--- config.mk ---
export PLATFORM = sky130hd
export DESIGN_NAME = ofdm_result_tx
export DESIGN_NICKNAME = d
export VERILOG_FILES = /design/src/rtl/ofdm_result_tx.sv
export SDC_FILE = /design/constraint.sdc
export NUM_CORES = 1
export LEC_CHECK = 0
export ABC_AREA = 1
export CAP_MARGIN = 15
export CORE_ASPECT_RATIO = 0.6
export CORE_MARGIN = 4
export CORE_UTILIZATION = 30
export DETAILED_ROUTE_END_ITERATION = 10
export PLACE_DENSITY = 0.52
export SETUP_SLACK_MARGIN = 0.3
export SYNTH_ARGS = -nofsm -noshare
export SYNTH_HDL_FRONTEND = slang
export SYNTH_SLANG_ARGS = --single-unit
--- constraint.sdc ---
create_clock -name clk -period 3.7 [get_ports clk]
set_input_delay 0.74 -clock clk [delete_from_list [all_inputs] [get_ports clk]]
set_output_delay 0.74 -clock clk [all_outputs]
set_load 0.01 [all_outputs]
--- src/rtl/ofdm_result_tx.sv ---
`default_nettype none
// ============================================================================
// Module   : ofdm_result_tx
// Purpose  : Serialises one OFDM demodulation result (96-bit payload plus a
//            success flag) into a framed byte stream for the shared uart_tx
//            byte interface. One start pulse in, one frame out, one done
//            pulse back.
//
//            Default build : 15-byte binary frame
//                            SYNC, STATUS, res[95:88] .. res[7:0], CSUM
//            OFDM_RESULT_HEX_EN defined : 29-byte ASCII frame
//                            'S'/'F', 24 hex chars of res, 2 hex chars of
//                            CSUM, CR, LF (SYNC_BYTE unused)
//            CSUM is the 8-bit wrap-around sum of STATUS (8'h01/8'h00) and
//            the 12 raw res bytes in both builds.
//
// Ports    : clk            system clock
//            rst_n          asynchronous reset, active low
//            start          1-cycle pulse: capture res/success, send frame
//            success        OFDM sync/decode success flag
//            res[95:0]      OFDM result, res[95:88] sent first
//            busy           high from capture until done
//            done           1-cycle pulse: frame finished or aborted
//            timeout_err    sticky byte-timeout flag, cleared by next start
//            uart_tx_start  1-cycle pulse per byte to uart_tx
//            uart_tx_data   byte for uart_tx, held until the next byte
//            uart_tx_finish from uart_tx; byte complete on its rising edge
//
// Revision : 1.0  initial release
// ============================================================================
module ofdm_result_tx #(
  parameter logic [7:0] SYNC_BYTE  = 8'hA5,
  parameter int         TX_TIMEOUT = 10000
) (
  input  logic        clk,
  input  logic        rst_n,
  input  logic        start,
  input  logic        success,
  input  logic [95:0] res,
  output logic        busy,
  output logic        done,
  output logic        timeout_err,
  output logic        uart_tx_start,
  output logic [7:0]  uart_tx_data,
  input  logic        uart_tx_finish
);

  // Wait counter is at least 14 bits and always wide enough to hold
  // TX_TIMEOUT, so it can never wrap before the timeout fires.
  localparam int c_CNT_W = ($clog2(TX_TIMEOUT + 1) > 14) ? $clog2(TX_TIMEOUT + 1) : 14;
  localparam logic [c_CNT_W-1:0] c_TIMEOUT = c_CNT_W'(TX_TIMEOUT);

`ifdef OFDM_RESULT_HEX_EN
  localparam logic [4:0] c_LAST_IDX = 5'd28;
`else
  localparam logic [4:0] c_LAST_IDX = 5'd14;
`endif

  localparam logic [2:0] c_IDLE = 3'd0;
  localparam logic [2:0] c_LOAD = 3'd1;
  localparam logic [2:0] c_SEND = 3'd2;
  localparam logic [2:0] c_WAIT = 3'd3;
  localparam logic [2:0] c_FIN  = 3'd4;

  logic [2:0]         r_state;
  logic [2:0]         w_state_next;
  logic [95:0]        r_res;
  logic               r_success;
  logic [4:0]         r_index;
  logic [7:0]         r_csum;
  logic [c_CNT_W-1:0] r_wait_cnt;
  logic               r_finish_prev;
  logic               r_busy;
  logic               r_done;
  logic               r_timeout_err;
  logic               r_uart_start;
  logic [7:0]         r_uart_data;

  logic               w_finish_rise;
  logic               w_timed_out;
  logic               w_capture;
  logic               w_load;
  logic               w_send;
  logic               w_wait;
  logic               w_advance;
  logic               w_timeout;
  logic               w_fin;
  logic [7:0]         w_status;
  logic [7:0]         w_byte;
  logic [7:0]         w_csum_term;
  logic               w_csum_add;

  assign w_finish_rise = uart_tx_finish & ~r_finish_prev;
  assign w_timed_out   = (r_wait_cnt >= c_TIMEOUT);
  assign w_status      = {7'd0, r_success};

  // Captured payload split into bytes, MSB byte first. The table is padded
  // to 32 entries so a full 5-bit index can address it directly.
  logic [7:0] w_res_byte [32];
  generate
    for (genvar g = 0; g < 32; g++) begin : g_res_byte
      if (g < 12) begin : g_used
        assign w_res_byte[g] = r_res[95 - 8*g -: 8];
      end else begin : g_pad
        assign w_res_byte[g] = 8'h00;
      end
    end
  endgenerate

`ifdef OFDM_RESULT_HEX_EN
  logic [3:0] w_res_nib [32];
  generate
    for (genvar g = 0; g < 32; g++) begin : g_res_nib
      if (g < 24) begin : g_used
        assign w_res_nib[g] = r_res[95 - 4*g -: 4];
      end else begin : g_pad
        assign w_res_nib[g] = 4'h0;
      end
    end
  endgenerate

  function automatic logic [7:0] hex_char(input logic [3:0] nib);
    hex_char = (nib < 4'd10) ? (8'h30 + {4'h0, nib}) : (8'h37 + {4'h0, nib});
  endfunction

  // Byte at the current index. The checksum covers the raw STATUS and res
  // bytes, so a res byte is added once its second hex character goes out
  // (even indices 2..24).
  always_comb begin
    w_byte      = 8'h00;
    w_csum_term = 8'h00;
    w_csum_add  = 1'b0;
    if (r_index == 5'd0) begin
      w_byte      = r_success ? 8'h53 : 8'h46;
      w_csum_term = w_status;
      w_csum_add  = 1'b1;
    end else if (r_index <= 5'd24) begin
      w_byte = hex_char(w_res_nib[r_index - 5'd1]);
      if (!r_index[0]) begin
        w_csum_term = w_res_byte[(r_index >> 1) - 5'd1];
        w_csum_add  = 1'b1;
      end
    end else if (r_index == 5'd25) begin
      w_byte = hex_char(r_csum[7:4]);
    end else if (r_index == 5'd26) begin
      w_byte = hex_char(r_csum[3:0]);
    end else if (r_index == 5'd27) begin
      w_byte = 8'h0D;
    end else begin
      w_byte = 8'h0A;
    end
  end
`else
  // Byte at the current index; SYNC and CSUM itself are not summed.
  always_comb begin
    w_byte      = 8'h00;
    w_csum_term = 8'h00;
    w_csum_add  = 1'b0;
    if (r_index == 5'd0) begin
      w_byte = SYNC_BYTE;
    end else if (r_index == 5'd1) begin
      w_byte      = w_status;
      w_csum_term = w_status;
      w_csum_add  = 1'b1;
    end else if (r_index <= 5'd13) begin
      w_byte      = w_res_byte[r_index - 5'd2];
      w_csum_term = w_res_byte[r_index - 5'd2];
      w_csum_add  = 1'b1;
    end else begin
      w_byte = r_csum;
    end
  end
`endif

  // --------------------------------------------------------------------------
  // FSM: state register
  // --------------------------------------------------------------------------
  always_ff @(posedge clk or negedge rst_n) begin
    if (!rst_n) begin
      r_state <= c_IDLE;
    end else begin
      r_state <= w_state_next;
    end
  end

  // --------------------------------------------------------------------------
  // FSM: next-state logic. A finish edge takes priority over a timeout that
  // expires in the same cycle.
  // --------------------------------------------------------------------------
  always_comb begin
    w_state_next = r_state;
    case (r_state)
      c_IDLE: if (start) w_state_next = c_LOAD;
      c_LOAD: w_state_next = c_SEND;
      c_SEND: w_state_next = c_WAIT;
      c_WAIT: begin
        if (w_finish_rise) begin
          w_state_next = (r_index == c_LAST_IDX) ? c_FIN : c_SEND;
        end else if (w_timed_out) begin
          w_state_next = c_FIN;
        end
      end
      c_FIN:   w_state_next = c_IDLE;
      default: w_state_next = c_IDLE;
    endcase
  end

  // --------------------------------------------------------------------------
  // FSM: output decode (controls for the registered datapath below)
  // --------------------------------------------------------------------------
  always_comb begin
    w_capture = (r_state == c_IDLE) && start;
    w_load    = (r_state == c_LOAD);
    w_send    = (r_state == c_SEND);
    w_wait    = (r_state == c_WAIT);
    w_advance = w_wait && w_finish_rise;
    w_timeout = w_wait && !w_finish_rise && w_timed_out;
    w_fin     = (r_state == c_FIN);
  end

  // --------------------------------------------------------------------------
  // Datapath and registered outputs
  // --------------------------------------------------------------------------
  always_ff @(posedge clk or negedge rst_n) begin
    if (!rst_n) begin
      r_res         <= 96'd0;
      r_success     <= 1'b0;
      r_index       <= 5'd0;
      r_csum        <= 8'd0;
      r_wait_cnt    <= '0;
      r_finish_prev <= 1'b0;
      r_busy        <= 1'b0;
      r_done        <= 1'b0;
      r_timeout_err <= 1'b0;
      r_uart_start  <= 1'b0;
      r_uart_data   <= 8'd0;
    end else begin
      // Edge detector runs in every state so a stale high level on
      // uart_tx_finish never looks like a fresh edge once WAIT is entered.
      r_finish_prev <= uart_tx_finish;
      r_uart_start  <= w_send;
      r_done        <= w_fin;

      if (w_capture) begin
        r_res         <= res;
        r_success     <= success;
        r_timeout_err <= 1'b0;
        r_busy        <= 1'b1;
      end

      if (w_load) begin
        r_index <= 5'd0;
        r_csum  <= 8'd0;
      end

      if (w_send) begin
        r_uart_data <= w_byte;
        r_wait_cnt  <= '0;
        if (w_csum_add) begin
          r_csum <= r_csum + w_csum_term;
        end
      end

      if (w_wait) begin
        r_wait_cnt <= r_wait_cnt + 1'b1;
      end

      if (w_advance) begin
        r_index <= r_index + 5'd1;
      end

      if (w_timeout) begin
        r_timeout_err <= 1'b1;
      end

      if (w_fin) begin
        r_busy <= 1'b0;
      end
    end
  end

  assign busy          = r_busy;
  assign done          = r_done;
  assign timeout_err   = r_timeout_err;
  assign uart_tx_start = r_uart_start;
  assign uart_tx_data  = r_uart_data;

endmodule
`default_nettype wire

Word level (Yosys, flattened, before mapping). Cells that the tools add are included.

Flip-flop bits (word level): 140. Input port bits: 101. Output and inout bits: 12. Word-level logic and storage cells: 70.

Add/subtract/negate cells: 4. $lt $le $gt $ge: 3. Equal/unequal tests: 8. Mux-type cells: 28. Bitwise operators: 3. Reductions and logical operators: 12.

Operator list (count): $mux W8 (11); $bmux W8 S5 (1); $mux W14 (2); $add A14 B1 Y14 const B (1); $ge A14 B14 Y1 const B (1); $mux W3 (4); $pmux W3 S4 (1); $mux W5 (2); $add A8 B8 Y8 (1); $reduce_bool A2 Y1 (4); $mux W1 (7); $eq A3 B2 Y1 const B (2); $ge A6 B6 Y1 const B (1); $not A5 Y6 (1); $add A5 B1 Y5 const B (1); $eq A5 B1 Y1 const B (1); $eq A5 B4 Y1 const B (1); $le A5 B4 Y1 const B (1); $logic_not A5 Y1 (1); $sub A5 B2 Y5 const B (1); $logic_and A1 B1 Y1 (4); $eq A3 B1 Y1 const B (1); $eq A3 B3 Y1 const B (1); $logic_not A3 Y1 (1); 6 further kinds (6).

Logic depth before layout (Yosys ltp).
Word-level depth: 11. Gate-level depth with buffers: 22. Depth with buffers taken out: 20.

Least setup slack after synthesis. No wires, ideal clock.

Path type: register to register. Start: reg r_index[1]. End: reg r_csum[6]. Library setup time: 0.076 ns. Arrival: 3.289 ns. Required time: 3.624 ns. Slack: 0.335 ns. Stages on the path, launching flop included: 23. Buffers on the path: 3. Period minus slack after synthesis: 3.365 ns. Path through: dfrtp_1 -> buf_2 -> inv_1 -> clkbuf_1 -> ha_1 -> inv_1 -> clkbuf_1 -> o211ai_1 -> nand3_1 -> nand2_1 -> nand2_1 -> a211oi_1 -> ha_1 -> inv_1 -> fa_1 -> nor2_1 -> o21ai_0 -> nand2_1 -> nand2_1 -> nand2_1 -> a21oi_1 -> xor2_1 -> o21ai_1.

Word-level cells in the longest chain between the ends: 11. Elaborated cells between the ends (all ways): 17. Classes of those cells: 2 x add/sub; 1 x order compare; 1 x eq/ne; 11 x mux; 1 x bitwise; 1 x reduce/logical.

Ends and longest elaborated chain: from (decl) (RTL line 69) `logic [4:0] r_index;`; from (signal assigned) (RTL line 269) `r_index <= r_index + 5'd1;`; $sub A5 B2 Y5 (RTL line 167) `w_csum_term = w_res_byte[r_index - 5'd2];`; $not A5 Y6 (implied by the code) (RTL line 167); $bmux W8 S5 (RTL line 167); $mux W8 (implied by the code) (2 in series) (RTL line 167); $mux W8 (RTL line 165) `end else if (r_index <= 5'd13) begin`; $mux W8 (RTL line 161) `end else if (r_index == 5'd1) begin`; $mux W8 (RTL line 159) `if (r_index == 5'd0) begin`; $add A8 B8 Y8 (RTL line 260) `r_csum <= r_csum + w_csum_term;`; $mux W8 (*) (RTL line 259) `if (w_csum_add) begin`; $mux W8 (*) (RTL line 256) `if (w_send) begin`; to (signal assigned) (RTL line 260); to (decl) (RTL line 70) `logic [7:0] r_csum;`.

Every way passes the cells marked *; elsewhere a longest branch is shown, timed or not. The select of a mux whose other input is x is not followed. A chain may end at the register's enable or synchronous reset.

Worst setup path after layout.
Start: reg r_index[0]. End: reg r_csum[6].

Same word-level chain as after synthesis.

==> key figures <==
Synth
  – Mapped Area: 6910 sq um
  – Post-synth cell types: 38
  – Post-synth top area share: 0.507
  – Top cells by area, synth: dfrtp_1 (51%), nand2_1 (20%), o21ai_0 (5.5%), nor2_1 (4.3%), ha_1 (2.9%)
  – Post-synthesis register bit count: 140
  – Syn nets: 1015
  – Yosys top cell by area: dfrtp_1
  – Avg Cell Area, Syn: 7.70 sq um
  – Ys Warns: 0
  – Part of the Yosys area used for sequential elements: 0.507
  – Syn Inst Count: 897

Global route
  – First-pass GRT wire length: 32400 microns
  – Total Routing Usage GR: 0.160
  – Antenna violations before repair: 0
  – Largest net degree at the start of global routing: 93
  – Vias in the first global route: 5849
  – Total grt overflow: 0

Clocking
  – Num CTS Buffers: 17
  – H-tree Lvls: 4
  – CTS Hold Buffers Added: 0
  – CTS sink cnt: 140
  – Root buffer cell: clkbuf_16
  – CTS tree: yes
  – Clock transition at path regs: 0.06 ns
  – Clock latency on the worst-skew pair: 0.43 ns
  – Bufs on Longest Clock Path: 2

Timing
  – Max Slew Vio Count: 0
  – Tcrit/Tclk final: 0.854
  – Final setup violation count: 0
  – Worst setup margin: 0.541 ns
  – Fmax achieved: 317 MHz
  – Period minus WS final: 3.16 ns
  – Relative max-transition margin: 0.355
  – Unrepaired setup endpoints after global routing: false
  – Hold violation count in the final report: 0
  – Slew @ Worst Pin: 0.968 ns
  – Setup TNS: 0 ns
  – Layout Skew: 0.00889 ns

Drt
  – Drt pass-1 iters: 5
  – DRT Wirelength: 20500 microns
  – DRT iter0 DRCs: 456
  – # DRC: 0
  – Via density: 4.58
  – Post-DRT Antenna Nets: 0
  – Routed len/inst: 15.4 microns
  – Via count: 6088

Power and ir drop
  – Sw frac: 0.378
  – Clk pwr share: 0.285
  – Combinational Power Share: 0.348
  – P_leak: 4.42 nW
  – PwrDens: 737 nW/um^2
  – Sequential share of power: 0.368
  – Max VDD drop: 0.344 mV
  – Switching Power: 2.55 mW
  – Internal: 4.20 mW

Floorplanning
  – Io pins: 113
  – Die Area: 25600 sq um
  – Core area: 22300 sq um
  – Starting Density: 0.309
  – Site Rows: 42
  – Die W: 204 microns
  – DIE HEIGHT: 126 microns

Critical path
  – Critical Path End Type: flop
  – Req. time, crit path: 4.06 ns
  – Crit path kind: reg2reg
  – Critical path startpoint category: flop
  – Worst-path maximum fanout: 9
  – Worst EP arrival: 3.52 ns

Finish
  – Final nets: 1126
  – Share of cells above drive strength 1: 0.0764
  – Ant diodes: 0
  – Area growth, synth to finish: 32.4%

Placement
  – RePlAce Congestion: 0.836
  – PortBufs: 112
  – Hpwl dp: 14300 microns
  – Dpl ws: 0.462 ns

Run
  – Maximum Capacitance Violations: 0

Status
  – Run status: finished, final reports clean

Worst hold path
  – Min-delay worst type: in2async
layout make-up:
| class | count | area, sq um |
|---|---|---|
| flip-flops and latches | 140 | 3510 |
| fillers | 2300 | 13200 |
| inverters | 57 | 218 |
| multi-input cells | 661 | 3060 |
| repair inverters | 1 | 5.00 |
| clock inverters | 13 | 214 |
| repair buffers | 130 | 1300 |
| well taps | 308 | 385 |
| clock buffers | 19 | 453 |
cells in the mapped netlist (all sizes together):
master and number:
or2 2, inv 56, ha 16, a31oi 2
o221ai 4, dfrtp 140, o22ai 17, nand3b 2
nor3b 1, a211oi 1, a32o 1, clkbuf 31
o41ai 1, nand3 36, xor2 2, a21oi 16
fa 1, o31ai 1, o211ai 3, clkinv 1
o21bai 1, nor3 4, nand2 372, a31o 1
nand4 3, nor2 85, buf 8, a22oi 3
o32ai 1, o21ai 82, xnor2 3
sequential cells by signal (all words and copies together), names as in the netlist:
name and cells:
r_csum 8, uart_tx_start 1, r_index 5, r_res 96
uart_tx_data 8, busy 1, r_wait_cnt 14, r_success 1
r_state 3, done 1, timeout_err 1, r_finish_prev 1
cell usage in the layout (no fill, tap or decap), drive strengths merged, types with 5 or more instances in the layout:
cell type	netlist	final
bufinv	0	5
a21oi	16	16
inv	56	56
ha	16	16
o21ai	82	82
buf	8	18
clkdlybuf4s50	0	111
o22ai	17	17
clkinvlp	0	7
clkbuf	31	20
dfrtp	140	140
nand2	372	372
nand3	36	36
nor2	85	85
what timing repair did:
action / in CTS / in global routing
endpoints found under the setup margin: 0 / 2
resized for setup: 0 / 11
buffers inserted: 0 / 3
critical path, stage by stage, from the launching register on:
cell	delay (ns)
dfrtp_2	0.50
clkinvlp_4	0.27
ha_1	0.26
nand3_1	0.19
inv_2	0.14
a211oi_1	0.24
ha_1	0.20
inv_1	0.05
fa_1	0.39
nor2_1	0.17
o21ai_0	0.13
nand2_1	0.08
nand2_1	0.06
nand2_1	0.06
a21oi_1	0.07
xor2_1	0.15
o21ai_1	0.12
logic make-up after synthesis:
kind of cell,share of synthesized area
xor gates and xnor gates,0.00634
adders and majority gates,0.0319
AOI/OAI and AO/OA,0.108
and+or+nand+nor,0.293
DFF,0.507
buffers and inverters,0.0534
power groups by stage:
stage / Combinational [mW] / Sequential (mW) / Clock [mW]
floorplan: 1.55 / 2.34 / 0
global placement: 2.26 / 2.49 / 0
detailed placement: 2.29 / 2.47 / 0
CTS: 2.30 / 2.45 / 1.96
global route: 2.70 / 2.53 / 2.03
finish: 2.34 / 2.48 / 1.92
per-stage QoR:
step                hold slack [ns]  cells  area, sq um  power [mW]   util
floorplan                     0.438    897         6910        3.89      -
global placement              0.461   1292         8390        4.75  0.376
detailed placement            0.462   1292         8390        4.76  0.376
CTS                           0.402   1324         9060        6.72  0.406
global route                  0.433   1329         9150        7.26  0.410
finish                        0.361   1329         9150        6.74  0.410
final timing paths:
path                            start         to  slack, ns  cells after the start
min in group clk            r_res[57]  r_res[57]       0.48                      2
max in group asynchronous       rst_n  r_res[29]       2.50                      2
hold / removal                  rst_n  r_res[15]       0.36                      1
setup reg to reg           r_index[0]  r_csum[6]       0.54                     16
setup / recovery           r_index[0]  r_csum[6]       0.54                     16
hold reg to reg             r_res[57]  r_res[57]       0.48                      2
layer usage:
layer,part of all wire,global-route usage,routed length [microns],up-vias
met4,0.0060,0.0331,123,0
li1,-,-,-,3095
met2,0.37,0.196,7570,172
met3,0.061,0.0419,1250,8
met5,0,0,0,-
met1,0.56,0.271,11500,2813
(Power assumes the default switching activity.)
==> RTL edit: new RTL, same settings <==
Put one more register stage on the output `timeout_err`, without a reset. The value now appears one clock later. The other outputs are not delayed to match.
--- a/src/rtl/ofdm_result_tx.sv
+++ b/src/rtl/ofdm_result_tx.sv
@@ -283,3 +283,5 @@
   assign done          = r_done;
-  assign timeout_err   = r_timeout_err;
+  always_ff @(posedge clk) begin
+    timeout_err <= r_timeout_err;
+  end
   assign uart_tx_start = r_uart_start;
Behaviour: same outputs for any inputs over 10 cycles, from zero or initial values and one cycle with rst_n low; that may be too few to reach the edited logic, so the function may still have changed.
==> RTL edit against the unedited design <==
Power shrank 4.1%. Worst hold slack got worse by 32 ps. Final area fell by 1.1%. Die area is 0.28% higher. Routed wire length decreased by 2.1%. Area after synthesis up 0.29%. Sequential cell count rose by 1. Setup slack better by 78 ps.
==> RTL edit: results (changes against the unedited design) <==
The post-placement cell area is 8400 µm² (about the same). The distinct cell type count after synthesis came out at 39 (+2.6%). The net switching share of the total power is 39.6% (+1.8 points).

The total routed wirelength is 20000 µm (-2.1%). The clock sink count came out at 141 (+0.71%). By area the synthesized netlist is led by sky130_fd_sc_hd__dfrtp_1 51%, sky130_fd_sc_hd__nand2_1 20%, sky130_fd_sc_hd__o21ai_0 5.5%, sky130_fd_sc_hd__nor2_1 4.3%, sky130_fd_sc_hd__ha_1 2.9%.

The global placement routability congestion came to 0.862 (+3.0%). The largest driver fanout on the critical path came to 8 (-1). In this run the critical register-to-register path is launched from r_index[2]. The via density per instance came out at 4.62 (+0.80%). The data-path buffer share of cell area in the final layout came out at 14.1% (-0.19 points).

The worst setup skew after layout came out at 7.78 ps (-1.11 ps). The sequential element share of the synthesized area came out at 50.8% (+0.14 points). The worst setup slack for register-to-register paths is 620 ps (+80 ps). The via count of the first global-routing pass came to 5922 (+1.2%). The fraction of synthesis flops using an asynchronous set or reset pin came out at 99.3% (-0.71 points). The maximum vdd ir drop came out at 0.000330 V (-4.0%). The flow ran to the end, and the final reports show no timing, DRC or antenna violations.

The met1 layer usage reported by global route came out at 26.6% (-0.54 points). The synthesized netlist cell count is 898 (+0.11%). The number of fillers in the final layout was 2313 (+0.57%). The number of nets in the layout is 1123 (-0.27%). The first-pass GRT wire length came out at 32300 µm (-0.32%).

The depth of the most critical reg-to-reg path came out at 19 (+3). The synthesized-area fraction occupied by adder cells came out at 3.18% (-0.0092 points). The violation count after the first detailed-route iteration came out at 489 (+7.2%).

The static leakage is 4.37 nW (-1.1%). The number of cells in the design after placement is 1289 (-0.23%). The fraction of met3 tracks used by global routing came out at 3.73% (-0.47 points). The non-clock buffer instance count of the final layout is 126 (-3.1%). The total area of sequential cells was 3530 µm² (+0.57%).
[RTL edit: changes by cell type after synthesis, sizes merged]
| cell | unedited run | this run |
|---|---|---|
| dfxtp | 0 | 1 |
[RTL edit: power by group through the flow]
| stage | logic (mW) | registers [mW] | clock network [mW] |
|---|---|---|---|
| 6_report | 2.39 | 2.45 | 1.63 |
| 5_1_grt | 2.73 | 2.51 | 1.74 |
| 4_1_cts | 2.35 | 2.43 | 1.67 |
| 3_5_place_dp | 2.31 | 2.45 | 0 |
| 3_3_place_gp | 2.30 | 2.46 | 0 |
| 2_1_floorplan | 1.55 | 2.35 | 0 |
[RTL edit: per-layer routing]
| metal | vias to the layer above | part of all wire (%) |
|---|---|---|
| met4 | 0 | 0.81 |
| met3 | 15 | 6.6 |
| met2 | 173 | 37 |
| li1 | 3093 | - |
| met5 | - | 0 |
| met1 | 2837 | 56 |
[RTL edit: timing repair]
action	CTS	global route
buffers inserted	2	2
pin swaps	0	1
gates cloned	0	1
setup endpoints to repair	1	4
resized for setup	3	12
